## src/rtl/rvfpm_lsu_ctrl_if.sv

```systemverilog
// Load/store offload bundle between the FP decode stage, the CORE-V-XIF commit
// port and the memory interface of rvfpm_lsu_ctrl.
interface rvfpm_lsu_ctrl_if #(
  parameter int X_ID_WIDTH  = 4,
  parameter int X_MEM_WIDTH = 32
) ();
  localparam int REQ_W = X_ID_WIDTH + X_MEM_WIDTH + 46;
  localparam int RES_W = X_ID_WIDTH + X_MEM_WIDTH + 2;

  logic                   ls_valid;
  logic                   ls_ready;
  logic [X_ID_WIDTH-1:0]  ls_id;
  logic                   ls_we;
  logic [31:0]            ls_addr;
  logic [X_MEM_WIDTH-1:0] ls_wdata;
  logic [4:0]             ls_rd;

  logic                   commit_valid;
  logic                   commit_kill;
  logic [X_ID_WIDTH-1:0]  commit_id;

  // mem_req = {id, addr, mode, we, size, be, attr[1:0], wdata, last, spec}
  logic                   mem_valid;
  logic                   mem_ready;
  logic [REQ_W-1:0]       mem_req;
  // mem_result = {id, rdata, err, dbg}
  logic                   mem_result_valid;
  logic [RES_W-1:0]       mem_result;

  logic                   wb_valid;
  logic [4:0]             wb_rd;
  logic [X_MEM_WIDTH-1:0] wb_data;
  logic [X_ID_WIDTH-1:0]  wb_id;
  logic                   exc_valid;
  logic [X_ID_WIDTH-1:0]  exc_id;
  logic                   busy;

  modport slave (
    input  ls_valid, ls_id, ls_we, ls_addr, ls_wdata, ls_rd,
    input  commit_valid, commit_kill, commit_id,
    input  mem_ready, mem_result_valid, mem_result,
    output ls_ready, mem_valid, mem_req,
    output wb_valid, wb_rd, wb_data, wb_id, exc_valid, exc_id, busy
  );

  modport master (
    output ls_valid, ls_id, ls_we, ls_addr, ls_wdata, ls_rd,
    output commit_valid, commit_kill, commit_id,
    output mem_ready, mem_result_valid, mem_result,
    input  ls_ready, mem_valid, mem_req,
    input  wb_valid, wb_rd, wb_data, wb_id, exc_valid, exc_id, busy
  );
endinterface

```

## src/rtl/rvfpm_lsu_ctrl.sv

```systemverilog
// FLW/FSW sequencer: queues offloaded loads/stores, waits for commit or kill,
// and issues one aligned word access at a time to the memory interface.
module rvfpm_lsu_ctrl #(
  parameter int X_ID_WIDTH  = 4,
  parameter int X_MEM_WIDTH = 32,
  parameter int QDEPTH      = 2
) (
  input  logic              clk,
  input  logic              reset_n,
  rvfpm_lsu_ctrl_if.slave   lsu
);
  localparam int PW    = (QDEPTH > 1) ? $clog2(QDEPTH) : 1;
  localparam int CW    = $clog2(QDEPTH + 1);
  localparam int REQ_W = X_ID_WIDTH + X_MEM_WIDTH + 46;
  localparam int RES_W = X_ID_WIDTH + X_MEM_WIDTH + 2;

  typedef enum logic [1:0] {S_IDLE, S_REQ, S_WAIT, S_DROP} state_e;

  typedef struct packed {
    logic                   vld;
    logic                   cmt;
    logic                   kill;
    logic [X_ID_WIDTH-1:0]  id;
    logic                   we;
    logic [31:0]            addr;
    logic [X_MEM_WIDTH-1:0] wdata;
    logic [4:0]             rd;
  } entry_t;

  entry_t                 q_q [QDEPTH];
  entry_t                 q_d [QDEPTH];
  logic [PW-1:0]          head_q, head_d, tail_q, tail_d;
  logic [CW-1:0]          count_q, count_d;
  state_e                 state_q, state_d;
  logic                   mem_valid_q, mem_valid_d;
  logic [REQ_W-1:0]       mem_req_q, mem_req_d;
  logic                   wb_valid_q, wb_valid_d;
  logic [4:0]             wb_rd_q, wb_rd_d;
  logic [X_MEM_WIDTH-1:0] wb_data_q, wb_data_d;
  logic [X_ID_WIDTH-1:0]  wb_id_q, wb_id_d;
  logic                   exc_valid_q, exc_valid_d;
  logic [X_ID_WIDTH-1:0]  exc_id_q, exc_id_d;

  entry_t                 head_s;
  logic                   full_s, push_s, pop_s;
  logic [X_ID_WIDTH-1:0]  res_id_s;
  logic [X_MEM_WIDTH-1:0] res_rdata_s;
  logic                   res_err_s;

  function automatic logic [PW-1:0] ptr_inc(input logic [PW-1:0] p);
    if (p == PW'(QDEPTH - 1)) begin
      return '0;
    end else begin
      return p + PW'(1);
    end
  endfunction

  assign head_s      = q_q[head_q];
  assign full_s      = (count_q == CW'(QDEPTH));
  assign push_s      = lsu.ls_valid && !full_s;
  assign res_id_s    = lsu.mem_result[RES_W-1 -: X_ID_WIDTH];
  assign res_rdata_s = lsu.mem_result[X_MEM_WIDTH+1:2];
  assign res_err_s   = lsu.mem_result[1];

  assign lsu.ls_ready  = !full_s;
  assign lsu.busy      = (count_q != '0) || (state_q != S_IDLE);
  assign lsu.mem_valid = mem_valid_q;
  assign lsu.mem_req   = mem_req_q;
  assign lsu.wb_valid  = wb_valid_q;
  assign lsu.wb_rd     = wb_rd_q;
  assign lsu.wb_data   = wb_data_q;
  assign lsu.wb_id     = wb_id_q;
  assign lsu.exc_valid = exc_valid_q;
  assign lsu.exc_id    = exc_id_q;

  // Next-state logic for queue, commit/kill flags, FSM and registered outputs.
  always_comb begin
    for (int i = 0; i < QDEPTH; i++) q_d[i] = q_q[i];
    head_d      = head_q;
    tail_d      = tail_q;
    state_d     = state_q;
    mem_valid_d = mem_valid_q;
    mem_req_d   = mem_req_q;
    wb_valid_d  = 1'b0;
    wb_rd_d     = wb_rd_q;
    wb_data_d   = wb_data_q;
    wb_id_d     = wb_id_q;
    exc_valid_d = 1'b0;
    exc_id_d    = exc_id_q;
    pop_s       = 1'b0;

    if (push_s) begin
      q_d[tail_q] = '{vld: 1'b1, cmt: 1'b0, kill: 1'b0, id: lsu.ls_id, we: lsu.ls_we,
                      addr: lsu.ls_addr, wdata: lsu.ls_wdata, rd: lsu.ls_rd};
      tail_d = ptr_inc(tail_q);
    end

    // Commit/kill sees the just-pushed entry; the issued head ignores kills.
    for (int i = 0; i < QDEPTH; i++) begin
      if (lsu.commit_valid && q_d[i].vld && (q_d[i].id == lsu.commit_id)) begin
        if (!lsu.commit_kill) begin
          q_d[i].cmt = 1'b1;
        end else if (!((head_q == PW'(i)) && (state_q != S_IDLE))) begin
          q_d[i].kill = 1'b1;
        end else begin
          q_d[i].kill = q_q[i].kill;
        end
      end
    end

    case (state_q)
      S_IDLE: begin
        if (head_s.vld && head_s.kill) begin
          state_d = S_DROP;
        end else if (head_s.vld && head_s.cmt) begin
          if (head_s.addr[1:0] == 2'b00) begin
            state_d     = S_REQ;
            mem_valid_d = 1'b1;
            mem_req_d   = {head_s.id, head_s.addr, 2'b11, head_s.we, 3'b010, 4'hF, 2'b00,
                           head_s.we ? head_s.wdata : {X_MEM_WIDTH{1'b0}}, 1'b1, 1'b0};
          end else begin
            exc_valid_d = 1'b1;
            exc_id_d    = head_s.id;
            pop_s       = 1'b1;
          end
        end else begin
          state_d = S_IDLE;
        end
      end
      S_REQ: begin
        if (lsu.mem_ready) begin
          state_d     = S_WAIT;
          mem_valid_d = 1'b0;
          mem_req_d   = '0;
        end else begin
          state_d = S_REQ;
        end
      end
      S_WAIT: begin
        if (lsu.mem_result_valid && (res_id_s == head_s.id)) begin
          state_d = S_IDLE;
          pop_s   = 1'b1;
          if (res_err_s) begin
            exc_valid_d = 1'b1;
            exc_id_d    = head_s.id;
          end else if (!head_s.we) begin
            wb_valid_d = 1'b1;
            wb_rd_d    = head_s.rd;
            wb_data_d  = res_rdata_s;
            wb_id_d    = head_s.id;
          end else begin
            wb_valid_d = 1'b0;
          end
        end else begin
          state_d = S_WAIT;
        end
      end
      S_DROP: begin
        state_d = S_IDLE;
        pop_s   = 1'b1;
      end
      default: begin
        state_d = S_IDLE;
      end
    endcase

    if (pop_s) begin
      q_d[head_q].vld = 1'b0;
      head_d = ptr_inc(head_q);
    end
    count_d = count_q + CW'(push_s) - CW'(pop_s);
  end

  // State and output registers; reset clears everything asynchronously.
  always_ff @(posedge clk or negedge reset_n) begin
    if (!reset_n) begin
      for (int i = 0; i < QDEPTH; i++) q_q[i] <= '0;
      head_q      <= '0;
      tail_q      <= '0;
      count_q     <= '0;
      state_q     <= S_IDLE;
      mem_valid_q <= 1'b0;
      mem_req_q   <= '0;
      wb_valid_q  <= 1'b0;
      wb_rd_q     <= 5'd0;
      wb_data_q   <= '0;
      wb_id_q     <= '0;
      exc_valid_q <= 1'b0;
      exc_id_q    <= '0;
    end else begin
      for (int i = 0; i < QDEPTH; i++) q_q[i] <= q_d[i];
      head_q      <= head_d;
      tail_q      <= tail_d;
      count_q     <= count_d;
      state_q     <= state_d;
      mem_valid_q <= mem_valid_d;
      mem_req_q   <= mem_req_d;
      wb_valid_q  <= wb_valid_d;
      wb_rd_q     <= wb_rd_d;
      wb_data_q   <= wb_data_d;
      wb_id_q     <= wb_id_d;
      exc_valid_q <= exc_valid_d;
      exc_id_q    <= exc_id_d;
    end
  end
endmodule
```

## src/flat_wrapper.sv

```systemverilog
// flat-port wrapper written by rule: the top's interface ports become plain ports
module rvfpm_lsu_ctrl_flat 
#(
  parameter int X_ID_WIDTH  = 4,
  parameter int X_MEM_WIDTH = 32,
  parameter int QDEPTH      = 2
)
  (clk, reset_n, lsu_ls_valid, lsu_ls_id, lsu_ls_we, lsu_ls_addr, lsu_ls_wdata, lsu_ls_rd, lsu_commit_valid, lsu_commit_kill, lsu_commit_id, lsu_mem_ready, lsu_mem_result_valid, lsu_mem_result, lsu_ls_ready, lsu_mem_valid, lsu_mem_req, lsu_wb_valid, lsu_wb_rd, lsu_wb_data, lsu_wb_id, lsu_exc_valid, lsu_exc_id, lsu_busy);
  rvfpm_lsu_ctrl_if #(.X_ID_WIDTH(X_ID_WIDTH), .X_MEM_WIDTH(X_MEM_WIDTH)) lsu_i ();
  input  logic clk;
  input  logic reset_n;
  input wire logic [$bits(lsu_i.ls_valid)-1:0] lsu_ls_valid;
  input wire logic [$bits(lsu_i.ls_id)-1:0] lsu_ls_id;
  input wire logic [$bits(lsu_i.ls_we)-1:0] lsu_ls_we;
  input wire logic [$bits(lsu_i.ls_addr)-1:0] lsu_ls_addr;
  input wire logic [$bits(lsu_i.ls_wdata)-1:0] lsu_ls_wdata;
  input wire logic [$bits(lsu_i.ls_rd)-1:0] lsu_ls_rd;
  input wire logic [$bits(lsu_i.commit_valid)-1:0] lsu_commit_valid;
  input wire logic [$bits(lsu_i.commit_kill)-1:0] lsu_commit_kill;
  input wire logic [$bits(lsu_i.commit_id)-1:0] lsu_commit_id;
  input wire logic [$bits(lsu_i.mem_ready)-1:0] lsu_mem_ready;
  input wire logic [$bits(lsu_i.mem_result_valid)-1:0] lsu_mem_result_valid;
  input wire logic [$bits(lsu_i.mem_result)-1:0] lsu_mem_result;
  output wire logic [$bits(lsu_i.ls_ready)-1:0] lsu_ls_ready;
  output wire logic [$bits(lsu_i.mem_valid)-1:0] lsu_mem_valid;
  output wire logic [$bits(lsu_i.mem_req)-1:0] lsu_mem_req;
  output wire logic [$bits(lsu_i.wb_valid)-1:0] lsu_wb_valid;
  output wire logic [$bits(lsu_i.wb_rd)-1:0] lsu_wb_rd;
  output wire logic [$bits(lsu_i.wb_data)-1:0] lsu_wb_data;
  output wire logic [$bits(lsu_i.wb_id)-1:0] lsu_wb_id;
  output wire logic [$bits(lsu_i.exc_valid)-1:0] lsu_exc_valid;
  output wire logic [$bits(lsu_i.exc_id)-1:0] lsu_exc_id;
  output wire logic [$bits(lsu_i.busy)-1:0] lsu_busy;
  assign lsu_i.ls_valid = lsu_ls_valid;
  assign lsu_i.ls_id = lsu_ls_id;
  assign lsu_i.ls_we = lsu_ls_we;
  assign lsu_i.ls_addr = lsu_ls_addr;
  assign lsu_i.ls_wdata = lsu_ls_wdata;
  assign lsu_i.ls_rd = lsu_ls_rd;
  assign lsu_i.commit_valid = lsu_commit_valid;
  assign lsu_i.commit_kill = lsu_commit_kill;
  assign lsu_i.commit_id = lsu_commit_id;
  assign lsu_i.mem_ready = lsu_mem_ready;
  assign lsu_i.mem_result_valid = lsu_mem_result_valid;
  assign lsu_i.mem_result = lsu_mem_result;
  assign lsu_ls_ready = lsu_i.ls_ready;
  assign lsu_mem_valid = lsu_i.mem_valid;
  assign lsu_mem_req = lsu_i.mem_req;
  assign lsu_wb_valid = lsu_i.wb_valid;
  assign lsu_wb_rd = lsu_i.wb_rd;
  assign lsu_wb_data = lsu_i.wb_data;
  assign lsu_wb_id = lsu_i.wb_id;
  assign lsu_exc_valid = lsu_i.exc_valid;
  assign lsu_exc_id = lsu_i.exc_id;
  assign lsu_busy = lsu_i.busy;
  rvfpm_lsu_ctrl #(.X_ID_WIDTH(X_ID_WIDTH), .X_MEM_WIDTH(X_MEM_WIDTH), .QDEPTH(QDEPTH)) u_core (.clk(clk), .reset_n(reset_n), .lsu(lsu_i));
endmodule
```

## config.mk

```make
export PLATFORM = sky130hd
export DESIGN_NAME = rvfpm_lsu_ctrl_flat
export DESIGN_NICKNAME = d
export VERILOG_FILES = /design/src/rtl/rvfpm_lsu_ctrl_if.sv /design/src/rtl/rvfpm_lsu_ctrl.sv /design/src/flat_wrapper.sv
export SDC_FILE = /design/constraint.sdc
export NUM_CORES = 1
export LEC_CHECK = 0
export CAP_MARGIN = 20
export CORE_UTILIZATION = 51
export CTS_CLUSTER_DIAMETER = 150
export DETAILED_ROUTE_END_ITERATION = 10
export PLACE_DENSITY = 0.8
export SETUP_SLACK_MARGIN = 0.15
export SLEW_MARGIN = 20
export SYNTH_ARGS = -nofsm -noshare
export SYNTH_HDL_FRONTEND = slang
export SYNTH_SLANG_ARGS = --single-unit
export TNS_END_PERCENT = 5
```

## constraint.sdc

```tcl
create_clock -name clk -period 2.75 [get_ports clk]
set_clock_uncertainty 0.2 [all_clocks]
set_input_delay 0.825 -clock clk [delete_from_list [all_inputs] [get_ports clk]]
set_output_delay 0.825 -clock clk [all_outputs]
set_load 0.02 [all_outputs]
```

==> metrics.md, run 1 <==
| Metric | Value |
|---|---|
| Status | `finished with violations` |
| Failing checks | `negative hold slack` |
| Final Max Slew Viols | `0` |
| CP Launch Type | `flop` |
| Clk Latency, worst-skew pair | `540 ps` |
| Multi-input gate area | `4550 um2` |
| Routed Antenna Nets | `0` |
| Critical Path Fanout Max | `9` |
| Slowest CP cell | `dfrtp_4` |
| Fin area | `15900 um2` |
| Via count | `8940` |
| Final Hold Fails | `1` |
| Path type of the worst setup path | `reg2reg` |
| Count of different cell masters after synthesis | `49` |
| Leading post-synthesis cells by cell area | `dfrtp_1 (59%), nand2_1 (15%), mux2_2 (7.6%), mux2i_1 (5.6%), o2bb2ai_1 (2.4%)` |
| Post-synth ARST share | `100%` |
| Sequential Area | `6940 um2` |
| Avg Inst Size Synth | `10.5 um2` |
| Per-cell routed wire length | `18.6 um` |
| CP required | `2980 ps` |
| Power per Cell Area | `1110 nW/um2` |
| Die footprint | `23600 um2` |
| Drt pass-1 iters | `7` |
| Clock tree root driver cell | `clkbuf_16` |
| Fin util | `70.3%` |
| Overall global routing resource usage | `25.3%` |
| CTS tree | `yes` |
| RSZ-0062 raised after global routing | `yes` |
| Top-area cell type share of the netlist area | `59.1%` |
| Share of layout cells above drive strength 1 | `14.5%` |
| Vias in the first global route | `8894` |
| Post-DP Area | `14600 um2` |
| CP dominant cell by count | `mux2_4` |
| Initial antenna violation count | `5` |
| Max Cap Viol | `0` |
| Most frequent cells in the layout | `nand2_1 (453), dfrtp_1 (275), clkdlybuf4s50_1 (230)` |
| Seq cells post-synth | `277` |
| Final setup viols | `0` |
| Number of port buffers | `248` |
| Row Count | `55` |
| Commonest non-fill, non-tap cell in the layout | `nand2_1` |
| F_max | `0.382 GHz` |
| CTS Buf Count | `29` |
| Tmin final | `2620 ps` |
| I/O pin count | `255` |
| Arr. time, crit path | `2850 ps` |
| Sink Count | `277` |
| Main synth FF type | `dfrtp_1` |
| H-tree levels | `1` |
| Area leader, netlist | `dfrtp_1` |
| Worst IR Drop VDD | `0.000603 V` |
| HPWL after detailed placement | `19.2 mm` |
| P_leak | `7.87 nW` |
| Number of vias per cell | `5.32` |
| Clock transition at the registers of the reported paths | `60 ps` |
| Cell Area, Synth | `11700 um2` |
| DIE WIDTH | `154 um` |
| Clock tree buffer depth | `3` |
| Antenna diode count | `0` |
| Post-synth EDFFs | `0` |
| Crit share post-route | `95.3%` |
| Drt drc | `0` |
| Worst R2R Path Depth | `7` |
| Hold buffer count at cts | `0` |
| Setup TNS | `0 ps` |
| Area grow syn2layout | `35.5%` |
| HP Class | `in2async` |
| Crit-path max cell delay | `550 ps` |
| Core area | `22600 um2` |
| Synth Instances | `1114` |
| Post-synthesis sequential area ratio | `59.1%` |
| Nets | `1500` |
| DRT iter0 DRCs | `417` |
| Worst setup EP type | `flop` |
| Power, Total | `0.0176 W` |
| Hold Slack | `-1.54 ps` |
| CP Cell Sequence | `mux2_4, mux2i_2, nand4_2, nor3_4, buf_6, buf_12, mux2_4` |
| Initial Util | `51.9%` |
| Total gr overflow | `0` |
| Die Span Y | `154 um` |
| YS warnings | `0` |
| GPL Wtd Cong | `0.858` |
| Global-route wire length before repair | `47.4 mm` |
| Drt total wl | `31.2 mm` |
| Fillcell total | `1619` |
| Largest net degree at the start of global routing | `64` |
-- worst paths after layout --
kind,startpoint,endpoint,slack [ps]
max,u_core.head_q,u_core.lsu.wb_data[31],130
min,reset_n,u_core.lsu.mem_req[68],-2
max reg2reg,u_core.head_q,u_core.lsu.wb_data[31],130
min reg2reg,flop,flop,270
max in group asynchronous,reset_n,asynchronous set/reset pin,1630
min in group clk,flop,flop,270
-- timing repair --
| action | CTS | global route |
|---|---|---|
| cloned | 1 | 8 |
| endpoints found under the setup margin | 65 | 68 |
| gates resized for setup | 47 | 26 |
| pin swaps | 1 | 6 |
| endpoints found under the hold margin | 0 | 0 |
| setup buffers | 3 | 9 |
-- final cells by class --
class / instances / area share, %
Sequential cell: 277 / 43.7
Multi-Input combinational cell: 758 / 28.7
Timing Repair Buffer: 301 / 19.6
Clock buffer: 47 / 5.44
Tap cell: 285 / 2.25
Inverter: 9 / 0.213
Clock inverter: 3 / 0.142
-- cell families (layout without fill, tap and decap cells) --
kind of cell	Yosys count	in the layout	share of synthesized area (%)
AND/OR/NAND/NOR	519	519	17.5
flip-flops	277	277	59.1
multiplexers	150	150	13.7
buffers and inverters	84	360	3.73
AO/OA/AOI/OAI	72	73	5.04
XOR/XNOR	10	10	0.747
adder cells (fa/ha/maj)	1	1	0.107
other	1	5	0.0320
-- Yosys cell counts, types with 3 or more instances --
cell type,count
clkbuf_1,46
mux2_1,6
a21o_1,3
nor2b_1,7
a22o_1,5
xor2_1,3
buf_2,4
buf_6,9
dfrtp_1,277
nor2_1,37
nand2_1,453
nand3_1,5
mux2i_1,65
o31ai_1,4
a211oi_1,5
inv_1,9
buf_1,3
a21oi_1,7
xnor2_1,7
buf_4,13
o21ai_0,3
mux2_2,79
o2bb2ai_1,32
-- worst max-delay path, delay by kind of cell (launching register included) --
kind | cells | cell delay, ps
mux | 3 | 880
simple gates | 2 | 520
flops | 1 | 550
buf+inv | 2 | 330
-- metrics by stage --
step                std cells  worst slack [ps]  hold WS [ps]
floorplan                1118               239           240
global placement         1609              -235           254
detailed placement       1609              -272           261
CTS                      1663              87.6          10.6
global route             1680              78.2          12.0
finish                   1680               130         -1.54
-- metal layers --
layer / vias up / track usage, % / part of all wire [%]
met5: - / 0 / 0.13
met4: 6 / 6.57 / 2.5
met3: 61 / 5.98 / 6.4
met2: 265 / 42.6 / 49
met1: 4459 / 33.0 / 42
li1: 4149 / - / -
-- where the power goes --
part           total (W)  internal, W  switching (W)
sequential       0.00684      0.00578        0.00106
clock            0.00366      0.00213        0.00153
combinational    0.00710      0.00334        0.00376
total             0.0176       0.0113        0.00635
Power figures use the tool's default switching activity.
==> run 2, diff against run 1 <==
- CORE_UTILIZATION: 51 -> 53
- CTS_BUF_LIST: unset -> sky130_fd_sc_hd__clkbuf_4
- PLACE_DENSITY: 0.8 -> 0.83
==> run 2 against run 1 <==
Against the previous run: the run now ends clean; flip-flop and latch count unchanged; maximum frequency increased by 0.99%; sequential power decreased by 1%; clock power decreased by 4%; core utilization increased by 0.95 points; critical path type unchanged; worst hold slack improved by 270 ps; critical path depth unchanged.
==> metrics.md, run 2 (synthesized netlist as in run 1, its figures left out) <==
| Metric | Value |
|---|---|
| Routed Antenna Nets | `0` |
| Clock tree root driver cell | `clkbuf_4` |
| Fin area | `15500 um2` |
| GPL Wtd Cong | `0.871` |
| Initial antenna violation count | `2` |
| I/O pin count | `255` |
| Hold depth | `2` |
| Number of vias per cell | `5.28` |
| Initial Util | `53.9%` |
| Commonest non-fill, non-tap cell in the layout | `nand2_1` |
| Total gr overflow | `0` |
| Per-cell routed wire length | `17.0 um` |
| HP Class | `reg2reg` |
| Global-route wire length before repair | `46.4 mm` |
| Area grow syn2layout | `32.3%` |
| Arr. time, crit path | `2900 ps` |
| Critical Path Fanout Max | `18` |
| Slew @ Worst Pin | `545 ps` |
| Core area | `21800 um2` |
| Worst setup EP type | `flop` |
| Clk Latency, worst-skew pair | `650 ps` |
| Placed cell count | `1607` |
| Final Hold Fails | `0` |
| Tmin final | `2590 ps` |
| Power per Cell Area | `1090 nW/um2` |
| Max Cap Viol | `0` |
| Sink Count | `277` |
| DRT iter0 DRCs | `463` |
| CP Cell Sequence | `buf_6, nand3b_1, a2bb2o_4, or3b_1, a21o_4, buf_12, mux2_1` |
| Share of layout cells above drive strength 1 | `18.2%` |
| CP Launch Type | `flop` |
| Clock transition at the registers of the reported paths | `60 ps` |
| F_max | `0.385 GHz` |
| Fin util | `71.3%` |
| Most frequent cells in the layout | `nand2_1 (453), dfrtp_1 (273), dlygate4sd2_1 (125)` |
| Worst R2R Path Depth | `7` |
| Drt pass-1 iters | `7` |
| RSZ-0062 raised after global routing | `yes` |
| Reg-to-reg startpoint | `u_core.head_q` |
| Number of port buffers | `248` |
| Clock tree buffer depth | `3` |
| Fin cells | `1740` |
| HPWL after detailed placement | `18.9 mm` |
| Reg2reg setup slack | `160 ps` |
| Final setup viols | `0` |
| Slew headroom | `63.7%` |
| CTS tree | `yes` |
| Row Count | `54` |
| CP required | `3060 ps` |
| Overall global routing resource usage | `26.2%` |
| CTS Buf Count | `72` |
| Via count | `9181` |
| Drt drc | `0` |
| Final Max Slew Viols | `0` |
| Nets | `1536` |
| DIE WIDTH | `151 um` |
| Die footprint | `22700 um2` |
| Reg2reg end | `u_core.lsu.mem_req[65]` |
| Post-DP Area | `14600 um2` |
| Vias in the first global route | `9221` |
| Worst IR Drop VDD | `0.000662 V` |
| Largest net degree at the start of global routing | `62` |
| Status | `complete, no violations` |
| Path type of the worst setup path | `reg2reg` |
| Crit-path max cell delay | `500 ps` |
| H-tree levels | `3` |
| Drt total wl | `29.7 mm` |
| Die Span Y | `151 um` |
| Slowest CP cell | `dfrtp_4` |
| Critical path launch point | `u_core.head_q` |
| Crit share post-route | `94.4%` |
| P_leak | `8.27 nW` |
run 2: repair_timing:
item                       CTS  global route
cloned                       0             1
pin swaps                    2             9
buffers inserted             0             9
gates resized for setup    138            23
setup endpoints to repair  167            52
hold buffers                 1             0
hold endpoints to repair    54             0
run 2: how the worst max path moves through the flow:
stage | end | slack [ps] | cells past startpoint
global route | u_core.count_q[1] | 60 | 9
CTS | lsu_busy | -50 | 3
floorplan | u_core.count_q[1] | 240 | 8
detailed placement | u_core.lsu.wb_data[2] | -260 | 7
finish | u_core.lsu.mem_req[65] | 160 | 7
global placement | u_core.lsu.wb_data[16] | -230 | 7
run 2: through the flow:
stage	setup TNS [ps]	setup slack [ps]	hold WS (ps)	total power, W
2_1_floorplan	0	239	240	0.0109
3_3_place_gp	-8970	-228	254	0.0133
3_5_place_dp	-10780	-259	259	0.0136
4_1_cts	-53.6	-53.6	274	0.0167
5_1_grt	0	57.9	288	0.0180
6_report	0	155	269	0.0168
run 2: final cells by class:
type	count	area, um2
Antenna cell	2	5.00
Clock buffer	101	758
Clock inverter	19	129
Fill cell	1632	6240
Inverter	9	33.8
Multi-Input combinational cell	757	4480
Sequential cell	277	6940
Tap cell	280	350
Timing Repair Buffer	295	2810
run 2: power breakdown:
part / total, W / switching (W) / internal, W
registers: 0.00676 / 0.000979 / 0.00578
clock network: 0.00352 / 0.00164 / 0.00187
logic: 0.00656 / 0.00372 / 0.00284
total: 0.0168 / 0.00634 / 0.0105
run 2: critical path: cells and delay by family (launching register included):
kind            cells  cell delay [ps]
compound gates      2              510
buf+inv             2              310
flops               1              500
mux                 1              310
simple gates        2              590
run 2: metal layers:
layer / share of wire (%) / global-route usage [%] / vias up
li1: - / - / 4261
met3: 7.4 / 6.67 / 54
met2: 49 / 42.5 / 332
met4: 2.0 / 10.2 / 0
met5: 0 / 0 / -
met1: 42 / 33.7 / 4534
